--- config.mk ---
export PLATFORM = sky130hd
export DESIGN_NAME = keycode_report_builder
export DESIGN_NICKNAME = d
export VERILOG_FILES = /design/src/rtl/kof_keys_pkg.sv /design/src/rtl/keycode_slot_list.sv /design/src/rtl/keycode_report_builder.sv
export SDC_FILE = /design/constraint.sdc
export NUM_CORES = 1
export LEC_CHECK = 0
export ABC_AREA = 1
export BUFFER_PORTS_ARGS = -buffer_cell sky130_fd_sc_hd__buf_4
export CORE_MARGIN = 3
export CORE_UTILIZATION = 30
export CTS_CLUSTER_DIAMETER = 150
export CTS_CLUSTER_SIZE = 20
export DETAILED_ROUTE_END_ITERATION = 7
export GPL_ROUTABILITY_DRIVEN = 0
export PLACE_DENSITY = 0.41
export RECOVER_POWER = 100
export SETUP_SLACK_MARGIN = 0.05
export SLEW_MARGIN = 0
export SYNTH_ARGS = -nofsm -noshare
export SYNTH_HDL_FRONTEND = slang
export SYNTH_SLANG_ARGS = --single-unit
--- constraint.sdc ---
create_clock -name i_clk -period 10 [get_ports i_clk]
set_input_delay 2.5 -clock i_clk [delete_from_list [all_inputs] [get_ports i_clk]]
set_output_delay 2.5 -clock i_clk [all_outputs]
set_load 0.005 [all_outputs]
--- src/rtl/kof_keys_pkg.sv ---
// Shared keycode constants, action index enum and code lookup for the
// keyboard report builder and the keycode decoder.
package kof_keys_pkg;

  localparam int unsigned NUM_SLOTS = 6;
  localparam int unsigned NUM_ACT   = 9;
  localparam int unsigned CNT_W     = $clog2(NUM_SLOTS + 1);
  localparam int unsigned IDX_W     = $clog2(NUM_ACT);

  localparam logic [7:0] KEY_NONE       = 8'h00;
  localparam logic [7:0] KEY_ROLLOVER   = 8'h01;
  localparam logic [7:0] KEY_C1_MOVE_L  = 8'h04;
  localparam logic [7:0] KEY_C1_MOVE_R  = 8'h07;
  localparam logic [7:0] KEY_C1_ATTACK  = 8'h1A;
  localparam logic [7:0] KEY_C1_DEFENSE = 8'h16;
  localparam logic [7:0] KEY_C2_MOVE_L  = 8'h50;
  localparam logic [7:0] KEY_C2_MOVE_R  = 8'h4F;
  localparam logic [7:0] KEY_C2_ATTACK  = 8'h52;
  localparam logic [7:0] KEY_C2_DEFENSE = 8'h51;
  localparam logic [7:0] KEY_GAME_START = 8'h2C;

  typedef enum logic [IDX_W-1:0] {
    ACT_C1_MOVE_L  = 4'd0,
    ACT_C1_MOVE_R  = 4'd1,
    ACT_C1_ATTACK  = 4'd2,
    ACT_C1_DEFENSE = 4'd3,
    ACT_C2_MOVE_L  = 4'd4,
    ACT_C2_MOVE_R  = 4'd5,
    ACT_C2_ATTACK  = 4'd6,
    ACT_C2_DEFENSE = 4'd7,
    ACT_GAME_START = 4'd8
  } action_e;

  // Map an action index to its HID keycode; unused indices give KEY_NONE.
  function automatic logic [7:0] act_code(input logic [IDX_W-1:0] idx);
    logic [7:0] code;
    case (action_e'(idx))
      ACT_C1_MOVE_L:  code = KEY_C1_MOVE_L;
      ACT_C1_MOVE_R:  code = KEY_C1_MOVE_R;
      ACT_C1_ATTACK:  code = KEY_C1_ATTACK;
      ACT_C1_DEFENSE: code = KEY_C1_DEFENSE;
      ACT_C2_MOVE_L:  code = KEY_C2_MOVE_L;
      ACT_C2_MOVE_R:  code = KEY_C2_MOVE_R;
      ACT_C2_ATTACK:  code = KEY_C2_ATTACK;
      ACT_C2_DEFENSE: code = KEY_C2_DEFENSE;
      ACT_GAME_START: code = KEY_GAME_START;
      default:        code = KEY_NONE;
    endcase
    return code;
  endfunction

endpackage

--- src/rtl/keycode_slot_list.sv ---
// Ordered list of pressed keycodes: append on press, remove with compaction
// on release, optionally refilling the freed top slot in the same cycle.
module keycode_slot_list
  import kof_keys_pkg::*;
(
  input  logic                   i_clk,
  input  logic                   i_rst,
  input  logic                   i_insert,
  input  logic [7:0]             i_ins_code,
  input  logic                   i_remove,
  input  logic [7:0]             i_rem_code,
  input  logic                   i_append,
  input  logic [7:0]             i_app_code,
  output logic [8*NUM_SLOTS-1:0] o_list,
  output logic [CNT_W-1:0]       o_cnt
);

  logic [NUM_SLOTS-1:0][7:0] r_list;
  logic [CNT_W-1:0]          r_cnt;
  logic [NUM_SLOTS-1:0][7:0] w_list_d;
  logic [CNT_W-1:0]          w_cnt_d;
  logic [NUM_SLOTS-1:0][7:0] w_shift;
  logic                      w_found;

  // Every entry moved down one slot, with an empty code entering at the top.
  assign w_shift = {KEY_NONE, r_list[NUM_SLOTS-1:1]};

  // Next-state list: insert at the end, or remove-and-compact (plus refill).
  always_comb begin
    w_list_d = r_list;
    w_cnt_d  = r_cnt;
    w_found  = 1'b0;
    if (i_insert && (r_cnt < CNT_W'(NUM_SLOTS))) begin
      w_list_d[r_cnt] = i_ins_code;
      w_cnt_d         = r_cnt + CNT_W'(1);
    end else if (i_remove) begin
      for (int k = 0; k < NUM_SLOTS; k++) begin
        if (!w_found && (k < int'(r_cnt)) && (r_list[k] == i_rem_code)) begin
          w_found = 1'b1;
        end
        // Entries at and above the removed position take their upper neighbour.
        if (w_found) begin
          w_list_d[k] = w_shift[k];
        end
      end
      if (w_found) begin
        if (i_append) begin
          w_list_d[r_cnt - CNT_W'(1)] = i_app_code;
        end else begin
          w_cnt_d = r_cnt - CNT_W'(1);
        end
      end
    end
  end

  // List and count registers.
  always_ff @(posedge i_clk or posedge i_rst) begin
    if (i_rst) begin
      r_list <= '0;
      r_cnt  <= '0;
    end else begin
      r_list <= w_list_d;
      r_cnt  <= w_cnt_d;
    end
  end

  assign o_list = r_list;
  assign o_cnt  = r_cnt;

endmodule

--- src/rtl/keycode_report_builder.sv ---
// Turns nine action levels into a six-slot HID keycode report with press
// ordering, six-key rollover signalling and a valid/ready output stage.
module keycode_report_builder
  import kof_keys_pkg::*;
(
  input  logic                   i_clk,
  input  logic                   i_rst,
  input  logic [NUM_ACT-1:0]     i_act,
  input  logic                   i_report_ready,
  output logic [8*NUM_SLOTS-1:0] o_keycodes,
  output logic                   o_report_valid
);

  logic [NUM_ACT-1:0]     r_listed;
  logic [NUM_ACT-1:0]     r_ovf;
  logic [8*NUM_SLOTS-1:0] r_keycodes;
  logic                   r_report_valid;

  logic [NUM_ACT-1:0]     w_held;
  logic [NUM_ACT-1:0]     w_diff;
  logic                   w_evt;
  logic [IDX_W-1:0]       w_idx;
  logic [IDX_W-1:0]       w_ovf_idx;
  logic                   w_press;
  logic [NUM_ACT-1:0]     w_listed_d;
  logic [NUM_ACT-1:0]     w_ovf_d;
  logic                   w_insert;
  logic                   w_remove;
  logic                   w_append;
  logic [8*NUM_SLOTS-1:0] w_list;
  logic [CNT_W-1:0]       w_cnt;
  logic [8*NUM_SLOTS-1:0] w_snapshot;
  logic                   w_out_free;

  assign w_held = r_listed | r_ovf;
  assign w_diff = i_act ^ w_held;

  // Pick the lowest-index pending change and the lowest-index overflowed key.
  always_comb begin
    w_evt     = 1'b0;
    w_idx     = '0;
    w_ovf_idx = '0;
    for (int i = NUM_ACT - 1; i >= 0; i--) begin
      if (w_diff[i]) begin
        w_evt = 1'b1;
        w_idx = IDX_W'(i);
      end
      if (r_ovf[i]) begin
        w_ovf_idx = IDX_W'(i);
      end
    end
  end

  assign w_press = i_act[w_idx];

  // Decode the selected event into mask updates and list commands.
  always_comb begin
    w_listed_d = r_listed;
    w_ovf_d    = r_ovf;
    w_insert   = 1'b0;
    w_remove   = 1'b0;
    w_append   = 1'b0;
    if (w_evt) begin
      if (w_press) begin
        if (w_cnt < CNT_W'(NUM_SLOTS)) begin
          w_insert          = 1'b1;
          w_listed_d[w_idx] = 1'b1;
        end else begin
          w_ovf_d[w_idx] = 1'b1;
        end
      end else if (r_ovf[w_idx]) begin
        w_ovf_d[w_idx] = 1'b0;
      end else begin
        w_remove          = 1'b1;
        w_listed_d[w_idx] = 1'b0;
        // A freed slot is immediately taken by the lowest waiting overflow key.
        if (|r_ovf) begin
          w_append              = 1'b1;
          w_ovf_d[w_ovf_idx]    = 1'b0;
          w_listed_d[w_ovf_idx] = 1'b1;
        end
      end
    end
  end

  keycode_slot_list u_slot_list (
    .i_clk      (i_clk),
    .i_rst      (i_rst),
    .i_insert   (w_insert),
    .i_ins_code (act_code(w_idx)),
    .i_remove   (w_remove),
    .i_rem_code (act_code(w_idx)),
    .i_append   (w_append),
    .i_app_code (act_code(w_ovf_idx)),
    .o_list     (w_list),
    .o_cnt      (w_cnt)
  );

  // Held-key masks.
  always_ff @(posedge i_clk or posedge i_rst) begin
    if (i_rst) begin
      r_listed <= '0;
      r_ovf    <= '0;
    end else begin
      r_listed <= w_listed_d;
      r_ovf    <= w_ovf_d;
    end
  end

  assign w_snapshot = (|r_ovf) ? {NUM_SLOTS{KEY_ROLLOVER}} : w_list;
  assign w_out_free = !r_report_valid || i_report_ready;

  // Output stage: load a changed snapshot when free, otherwise hold.
  always_ff @(posedge i_clk or posedge i_rst) begin
    if (i_rst) begin
      r_keycodes     <= '0;
      r_report_valid <= 1'b0;
    end else if (w_out_free) begin
      if (w_snapshot != r_keycodes) begin
        r_keycodes     <= w_snapshot;
        r_report_valid <= 1'b1;
      end else begin
        r_report_valid <= 1'b0;
      end
    end
  end

  assign o_keycodes     = r_keycodes;
  assign o_report_valid = r_report_valid;

endmodule

==> results of run 1 <==
-- where the power goes --
group | switching, mW | internal [mW] | total, mW
Sequential | 0.227 | 0.632 | 0.858
Combinational | 1.97 | 0.719 | 2.69
Clock | 0.285 | 0.353 | 0.638
-- registers in the layout, indices dropped and copies added (netlist names), named ones only --
register            flops
o_keycodes             48
o_report_valid          1
r_listed                9
r_ovf                   9
u_slot_list.o_cnt       3
u_slot_list.o_list     41
-- final cells by class --
class                      count  area [um2]
clock inverter                15         159
fill                        3332       19400
tap                          390         488
clock buffer                  17         425
sequential                   118        2950
timing repair buffer          66         469
inverter                     180         681
multi-input combinational   1046        5330
-- worst max-delay path, stage by stage --
cell and delay [ps]:
buf_4 120, o21bai_1 170, nand3_1 100, nand2_1 50
nand2_1 50, nand2_1 40, nand2_1 50, nand2_1 120
nand2_2 250, inv_2 150, nand2_1 90, nand3_1 60
nand2_1 110, nand2_1 70, nand3_2 310, inv_2 250
nor3_1 2010, inv_1 630, nand2_1 820, inv_1 320
o21ai_0 230, nand2_1 70
-- kinds of logic after synthesis --
family,Yosys count
and+or+nand+nor,761
buffers and inverters,226
AOI/OAI and AO/OA,215
DFF,118
xor gates and xnor gates,52
adders and majority gates,17
muxes,1
-- metal layers --
metal	wire length (um)	vias up	GRT usage, %
met5	0	-	0
met3	2520	35	3.81
met4	604	0	4.97
met1	18600	4484	34.8
li1	-	4621	-
met2	15800	374	32.7
-- synth_stat cells (5+ instances only) --
master       n
o2111ai_1    5
o22ai_1     16
o21bai_1     6
nand3_1    111
nand3_2      9
buf_2       17
a21oi_1     51
a22oi_1      6
xor2_1      37
nand4_1     48
nand2_2     12
nor2_1     141
clkbuf_1    18
inv_1      168
or2_2        8
nor3_1       7
inv_2        9
o31ai_1     22
o21ai_0     85
ha_1        17
dfrtp_1    118
o211ai_1    12
nand3b_1     9
nand2_1    398
xnor2_1     14
-- through the flow --
stage | hold WS [ps] | cell area, um2 | setup slack (ps) | instances | utilization (%)
detailed placement | 512 | 9980 | 2640 | 1800 | 33.3
floorplan | 465 | 9220 | 4370 | 1390 | -
global placement | 488 | 9980 | 2820 | 1800 | 33.3
global route | 563 | 10500 | 1340 | 1832 | 35.1
finish | 512 | 10500 | 1670 | 1832 | 35.1
CTS | 531 | 10600 | 3090 | 1832 | 35.3
-- worst paths after layout --
kind	from	endpoint	slack, ps	cells past startpoint
setup / recovery	i_act[6]	r_listed[8]	1670	22
hold / removal	o_report_valid	o_report_valid	510	2
setup reg to reg	r_ovf[2]	o_keycodes[5]	2570	14
hold reg to reg	o_report_valid	o_report_valid	510	2
max in group asynchronous	i_rst	u_slot_list.o_list[17]	5390	3
min in group asynchronous	i_rst	o_keycodes[14]	2730	2
==> impl_metrics.tcl, run 1 <==
set metrics [dict create \
    min_path_type "reg -> reg" \
    clock_path_buffers 2 \
    ys_types 51 \
    synth_nets 1419 \
    numCtsBuffers 17 \
    worst_skew_pair.late_latency_ps 430 \
    synthCells 1390 \
    drive_gt1_share_pct 10.3 \
    cts_tree "yes" \
    port_buffers 60 \
    rsz0062_at_grt "no" \
    wirelength_mm 37.5 \
    drv_slew 131 \
    syn_area_per_cell_um2 6.63 \
    finalPower_mw 4.19 \
    synth_area_leaders "dfrtp_1 (32%), nand2_1 (16%), inv_1 (6.8%)" \
    synth_fa_ha_area_share_pct 2.31 \
    hold_viol 0 \
    die_area_um2 32900 \
    initial_core_util_pct 30.8 \
    synth_area_leader_cell "dfrtp_1" \
    cellPowerDensity_nw_per_um2 399 \
    route.detailed.drc 0 \
    cts_hold_buf 0 \
    root_buffer "clkbuf_16" \
    max_freq_mhz 120 \
    synth_compound_area_share_pct 13.8 \
    tightest_slew_ps 2770 \
    chipHeight_um 181 \
    dp_hpwl_mm 28.4 \
    leakagePower_nw 5.19 \
    via_per_inst 5.19 \
    netlist_area_um2 9220 \
    slew_headroom_pct -84.6 \
    rows 63 \
    ys.flop_type "dfrtp_1" \
    grt_pass1_vias 8829 \
    synth_edf_count 0 \
    cp_data_required_time_ps 10300 \
    cts_post_setup_buffers_inserted 0 \
    final_cell_mix "nand2_1 (397), inv_1 (168), nor2_1 (141), dfrtp_1 (118), nand3_1 (111)" \
    grt_overflow 0 \
    critPathKind "in -> reg" \
    cts.repair.resized 0 \
    cap_viol_max_count 3 \
    cp-start-kind "input pin" \
    drt_iter0_markers 1001 \
    final.setup_skew_ps 19.1 \
    path_clk_slew_ps 70 \
    synth_mux_area_share_pct 0.122 \
    async_flop_share_pct 100 \
    arrival_ps 8630 \
    antenna_cells 0 \
    violations "capacitance limit, slew limit" \
    synth-xor-area-share_pct 5.02 \
    die_w_um 181 \
    wl_per_cell_um 20.5 \
    endpoint_kind "register" \
    htreeDepth 4 \
    io_pins 61 \
    setup_viol 0 \
    min_period_over_period_pct 83.3 \
    synth_top_family_by_area "simple AND/OR/NAND/NOR gates" \
    cp_max_fo 18 \
    drtAntennaViolNets 0 \
    antenna_found_initial 0 \
    cts_sinks 118 \
    grt_pass1_wl_mm 56.9 \
    period_needed_ps 8330 \
    status "complete, but fails checks" \
    finalNetCount 1458 \
    ys_warn_count 0 \
    num_vias 9514 \
    final_common_cell "nand2_1" \
    synth-seq-area-share_pct 32.0 \
    area_growth_pct 13.9 \
    grt_start_max_net_pins 71 \
    synth_top_area_share_pct 32.0 \
    fin_setup_tns_ps 0 \
    synth-simple-area-share_pct 36.8 \
    dr.pass1.iters 5 \
    track_usage_pct 22.6 \
    ys_seq_elements 118 \
    ir_drop_mv 0.137 \
    core_area_um2 30000 \
]
No activity file was read; power rests on OpenSTA's default activity.
==> run 2, diff against run 1 <==
==> constraint.sdc (replaced) <==
create_clock -name i_clk -period 8.55 [get_ports i_clk]
set_input_delay 2.1375 -clock i_clk [delete_from_list [all_inputs] [get_ports i_clk]]
set_output_delay 2.1375 -clock i_clk [all_outputs]
set_load 0.005 [all_outputs]
==> run 2 against run 1 <==
Net effect:
- the flow still finishes with violations (capacitance limit, slew limit)
- clock-buffer cell count stayed put
- critical path depth up 2
- register-to-register slack got worse by 270 ps
- sequential power grew 18%
- global-route usage down 0.19 points
- routed wire length down 0.19%
- clock power grew 33%
- cell area grew 0.64%
- first-iteration DRC count shrank 2.6%
- critical path type unchanged
- via count down 0.14%
- non-clock buffer count unchanged
- clock skew is 2.4 ps lower
==> impl_metrics.tcl, run 2 (synthesized netlist as in run 1, its figures left out) <==
set metrics [dict create \
    status "complete, but fails checks" \
    violations "capacitance limit, slew limit" \
    tightest_slew_ps 2400 \
    final_cells 1832 \
    largest_reg_flops 48 \
    rsz0062_at_grt "no" \
    antenna_found_initial 0 \
    core_area_um2 30000 \
    dp_hpwl_mm 28.4 \
    design_area_um2 10600 \
    dpl_worst_slack_ps 1520 \
    startpoint "i_act[7]" \
    numCtsBuffers 17 \
    fin_ws_ps 1190 \
    root_buffer "clkbuf_16" \
    endpoint_kind "register" \
    chipHeight_um 181 \
    rr_endpoint "o_keycodes[10]" \
    track_usage_pct 22.4 \
    cp_data_required_time_ps 8840 \
    grt_overflow 0 \
    route.detailed.drc 0 \
    antenna_cells 0 \
    leakagePower_nw 5.22 \
    port_buffers 60 \
    arrival_ps 7650 \
    wirelength_mm 37.4 \
    period_needed_ps 7360 \
    min_path_type "reg -> reg" \
    cts_post_setup_buffers_inserted 0 \
    dr.pass1.iters 6 \
    setup_viol 0 \
    grt_pass1_vias 8901 \
    cp_max_fo 32 \
    ir_drop_mv 0.151 \
    min_period_over_period_pct 86.1 \
    cp-start-kind "input pin" \
    drv_slew 180 \
    die_w_um 181 \
    finalNetCount 1458 \
    rr_worst_depth 14 \
    cts_hold_buf 0 \
    rrSetupSlack_ps 2300 \
    die_area_um2 32900 \
    fin_setup_tns_ps 0 \
    num_vias 9501 \
    drtAntennaViolNets 0 \
    rows 63 \
    postPlaceCellArea_um2 9980 \
    drt_iter0_markers 975 \
    cellPowerDensity_nw_per_um2 472 \
    cts_tree "yes" \
    endpoint "u_slot_list.o_list[12]" \
    max_freq_mhz 136 \
    cts_sinks 118 \
    slew_headroom_pct -60.8 \
    worstReg2RegStart "r_ovf[2]" \
    wl_per_cell_um 20.4 \
    critPathKind "in -> reg" \
    utilization_pct 35.3 \
    grt_start_max_net_pins 71 \
    dp.cells 1800 \
    final_common_cell "nand2_1" \
    clock_path_buffers 2 \
    final_cell_mix "nand2_1 (398), inv_1 (172), nor2_1 (141), dfrtp_1 (118), nand3_1 (114)" \
    htreeDepth 4 \
    grt_pass1_wl_mm 56.4 \
    cts.repair.resized 0 \
    initial_core_util_pct 30.8 \
    io_pins 61 \
    final.setup_skew_ps 16.8 \
    hold_viol 0 \
    area_growth_pct 14.6 \
    worst_skew_pair.late_latency_ps 430 \
    cap_viol_max_count 3 \
    path_clk_slew_ps 70 \
    drive_gt1_share_pct 9.50 \
    via_per_inst 5.19 \
]
==> run 2: worst min-delay path by stage <==
stage / startpoint / endpoint / cells past startpoint
final: o_report_valid / o_report_valid / 2
after CTS: r_listed[8] / r_listed[8] / 2
after floorplan: r_listed[8] / r_listed[8] / 2
after detailed placement: r_listed[8] / r_listed[8] / 2
after global placement: r_listed[8] / r_listed[8] / 2
after global routing: r_listed[8] / r_listed[8] / 2
==> run 2: stage by stage <==
stage | power (mW) | hold slack [ps]
after floorplan | 3.13 | 465
after global placement | 4.17 | 488
after detailed placement | 4.12 | 508
after CTS | 4.99 | 524
after global routing | 5.40 | 558
final | 4.99 | 510
==> run 2: where the power goes <==
group / internal (mW) / switching (mW) / leakage (nW)
clock network: 0.527 / 0.322 / 0.326
registers: 0.739 / 0.268 / 1.51
logic: 0.842 / 2.29 / 3.38
==> run 2: worst max-delay path: stages <==
cell	delay, ps
clkbuf_1	120
o21bai_1	140
nand2_1	100
nand3_1	90
nand2_1	50
nand2_1	60
nand2_1	50
nand2_1	50
nand2_1	110
nand2_1	370
ha_1	310
nand3_1	890
nand2_1	850
nand2_1	110
nand2_1	90
nor2_1	60
nand3_4	200
nand2_4	150
nor2_8	320
nand4_4	480
nand3_1	540
nand3_1	130
o211ai_1	120
nand2_1	70
==> run 2: routing by layer <==
| metal | vias up | track usage (%) | wire, um |
|---|---|---|---|
| met1 | 4513 | 34.3 | 18600 |
| met3 | 28 | 3.26 | 2500 |
| met5 | - | 0 | 0 |
| met4 | 0 | 4.69 | 548 |
| met2 | 345 | 33.2 | 15700 |
| li1 | 4615 | - | - |
==> run 2: final cells by class <==
class / instances / area (um2)
Clock buffer: 17 / 425
Clock inverter: 15 / 243
Fill cell: 3298 / 19400
Inverter: 180 / 681
Multi-Input combinational cell: 1046 / 5340
Sequential cell: 118 / 2950
Tap cell: 390 / 488
Timing Repair Buffer: 66 / 448
==> run 3, diff against run 2 <==
--- a/config.mk
+++ b/config.mk
@@ -6,7 +6,7 @@
 export NUM_CORES = 1
 export LEC_CHECK = 0
 export ABC_AREA = 1
-export BUFFER_PORTS_ARGS = -buffer_cell sky130_fd_sc_hd__buf_4
+export BUFFER_PORTS_ARGS = -buffer_cell sky130_fd_sc_hd__buf_2
 export CORE_MARGIN = 3
 export CORE_UTILIZATION = 30
 export CTS_CLUSTER_DIAMETER = 150
==> constraint.sdc (replaced) <==
create_clock -name i_clk -period 8.2 [get_ports i_clk]
set_input_delay 2.05 -clock i_clk [delete_from_list [all_inputs] [get_ports i_clk]]
set_output_delay 2.05 -clock i_clk [all_outputs]
set_load 0.005 [all_outputs]
==> run 3 against run 2 <==
Net effect:
- the flow still finishes with violations (capacitance limit, slew limit)
- first-iteration DRC count decreased by 2.1%
- power increased by 2.8%
- hold slack got worse by 12 ps
- register-to-register slack got worse by 630 ps
- critical path depth decreased by 3
- clock-buffer cell count increased by 6
- clock power decreased by 4.5%
- core utilization decreased by 0.71 points
- combinational power increased by 4%
- via count increased by 0.23%
- largest cell class unchanged
==> impl_metrics.tcl, run 3 (synthesized netlist as in run 1, its figures left out) <==
set metrics [dict create \
    core_area_um2 30000 \
    path_clk_slew_ps 60 \
    status "complete, but fails checks" \
    cts_post_setup_buffers_inserted 0 \
    route.detailed.drc 0 \
    final_cells 1832 \
    antenna_found_initial 0 \
    cts_tree "yes" \
    io_pins 61 \
    rows 63 \
    period_needed_ps 7040 \
    violations "capacitance limit, slew limit" \
    arrival_ps 7340 \
    root_buffer "clkbuf_16" \
    max_freq_mhz 142 \
    wirelength_mm 37.7 \
    port_buffers 60 \
    grt_pass1_vias 8939 \
    die_w_um 181 \
    antenna_cells 0 \
    cap_viol_max_count 4 \
    cts.repair.resized 0 \
    cellPowerDensity_nw_per_um2 495 \
    clock_path_buffers 2 \
    design_area_um2 10400 \
    drtAntennaViolNets 0 \
    tightest_slew_ps 2780 \
    worst_skew_pair.late_latency_ps 430 \
    num_vias 9523 \
    wl_per_cell_um 20.6 \
    leakagePower_nw 5.11 \
    track_usage_pct 22.7 \
    hold_viol 0 \
    critPathKind "in -> reg" \
    die_area_um2 32900 \
    drv_slew 184 \
    grt_pass1_wl_mm 57.3 \
    via_per_inst 5.20 \
    ir_drop_mv 0.183 \
    cp-start-kind "input pin" \
    area_growth_pct 12.3 \
    final.setup_skew_ps 12.4 \
    drt_iter0_markers 955 \
    initial_core_util_pct 30.8 \
    cts_hold_buf 0 \
    postPlaceCellArea_um2 9840 \
    dp.cells 1801 \
    fin_setup_tns_ps 0 \
    slew_headroom_pct -85.3 \
    final_common_cell "nand2_1" \
    nFillCells 3366 \
    ff_latch_area_um2 2950 \
    grt_overflow 0 \
    cp_data_required_time_ps 8500 \
    chipHeight_um 181 \
    drive_gt1_share_pct 7.91 \
    min_path_type "reg -> reg" \
    final_cell_mix "nand2_1 (398), inv_1 (170), nor2_1 (143), dfrtp_1 (118), nand3_1 (112)" \
    numCtsBuffers 17 \
    min_period_over_period_pct 85.8 \
    endpoint_kind "register" \
    grt_start_max_net_pins 64 \
    htreeDepth 4 \
    finalNetCount 1459 \
    cts_sinks 118 \
    largest_reg_flops 48 \
    setup_viol 0 \
    cp_max_fo 18 \
    multiInputGateArea_um2 5320 \
    dp_hpwl_mm 28.6 \
    rsz0062_at_grt "no" \
    dr.pass1.iters 6 \
]
[run 3: worst max-delay path: stages]
cell and delay, ps:
clkbuf_1 120, inv_1 50, o21ai_0 60, nand2_1 90
nor2_1 320, nand2_1 100, nand2_1 60, nand2_1 280
inv_1 340, nand3_1 120, nand2_1 90, nand2_1 50
nand3_1 580, inv_1 540, nor3_4 220, clkbuf_1 820
inv_2 200, nand2_1 620, inv_1 310, o21ai_0 220
nand2_1 70
[run 3: final cells by class]
| cell class | count | area share, % |
|---|---|---|
| clock buffers | 23 | 4.81 |
| clock inverters | 8 | 1.16 |
| inverters | 180 | 6.57 |
| multi-input cells | 1046 | 51.4 |
| flip-flops and latches | 118 | 28.5 |
| well taps | 390 | 4.71 |
| repair buffers | 67 | 2.86 |
[run 3: worst paths after layout]
kind	cells after the start	from	slack [ps]	to
hold reg to reg	2	o_report_valid	500	o_report_valid
hold / removal	2	o_report_valid	500	o_report_valid
setup / recovery	21	i_act[4]	1160	r_listed[8]
setup reg to reg	16	r_ovf[3]	1670	o_keycodes[41]
min in group asynchronous	2	i_rst	2100	o_keycodes[6]
max in group asynchronous	3	i_rst	2810	u_slot_list.o_list[29]
[run 3: report_power, final]
part | total, mW | switching (mW) | internal (mW)
logic | 3.27 | 2.41 | 0.863
clock network | 0.810 | 0.295 | 0.515
registers | 1.05 | 0.280 | 0.772
total | 5.13 | 2.98 | 2.15
[run 3: layer usage]
metal	global-route usage [%]	vias to the layer above	part of all wire [%]	wire, um
met5	0	-	0	0
met2	32.2	357	41	15600
met3	4.79	34	6.8	2550
met1	34.7	4520	50	18900
li1	-	4612	-	-
met4	5.51	0	1.8	690
[run 3: metrics by stage]
| step | power, mW | hold slack (ps) | setup slack (ps) | util (%) |
|---|---|---|---|---|
| 4_1_cts | 5.14 | 503 | 1760 | 34.9 |
| 6_report | 5.13 | 499 | 1160 | 34.6 |
| 3_3_place_gp | 4.35 | 489 | 1530 | 32.8 |
| 5_1_grt | 5.56 | 553 | 679 | 34.6 |
| 2_1_floorplan | 3.27 | 465 | 3020 | - |
| 3_5_place_dp | 4.30 | 492 | 1320 | 32.8 |
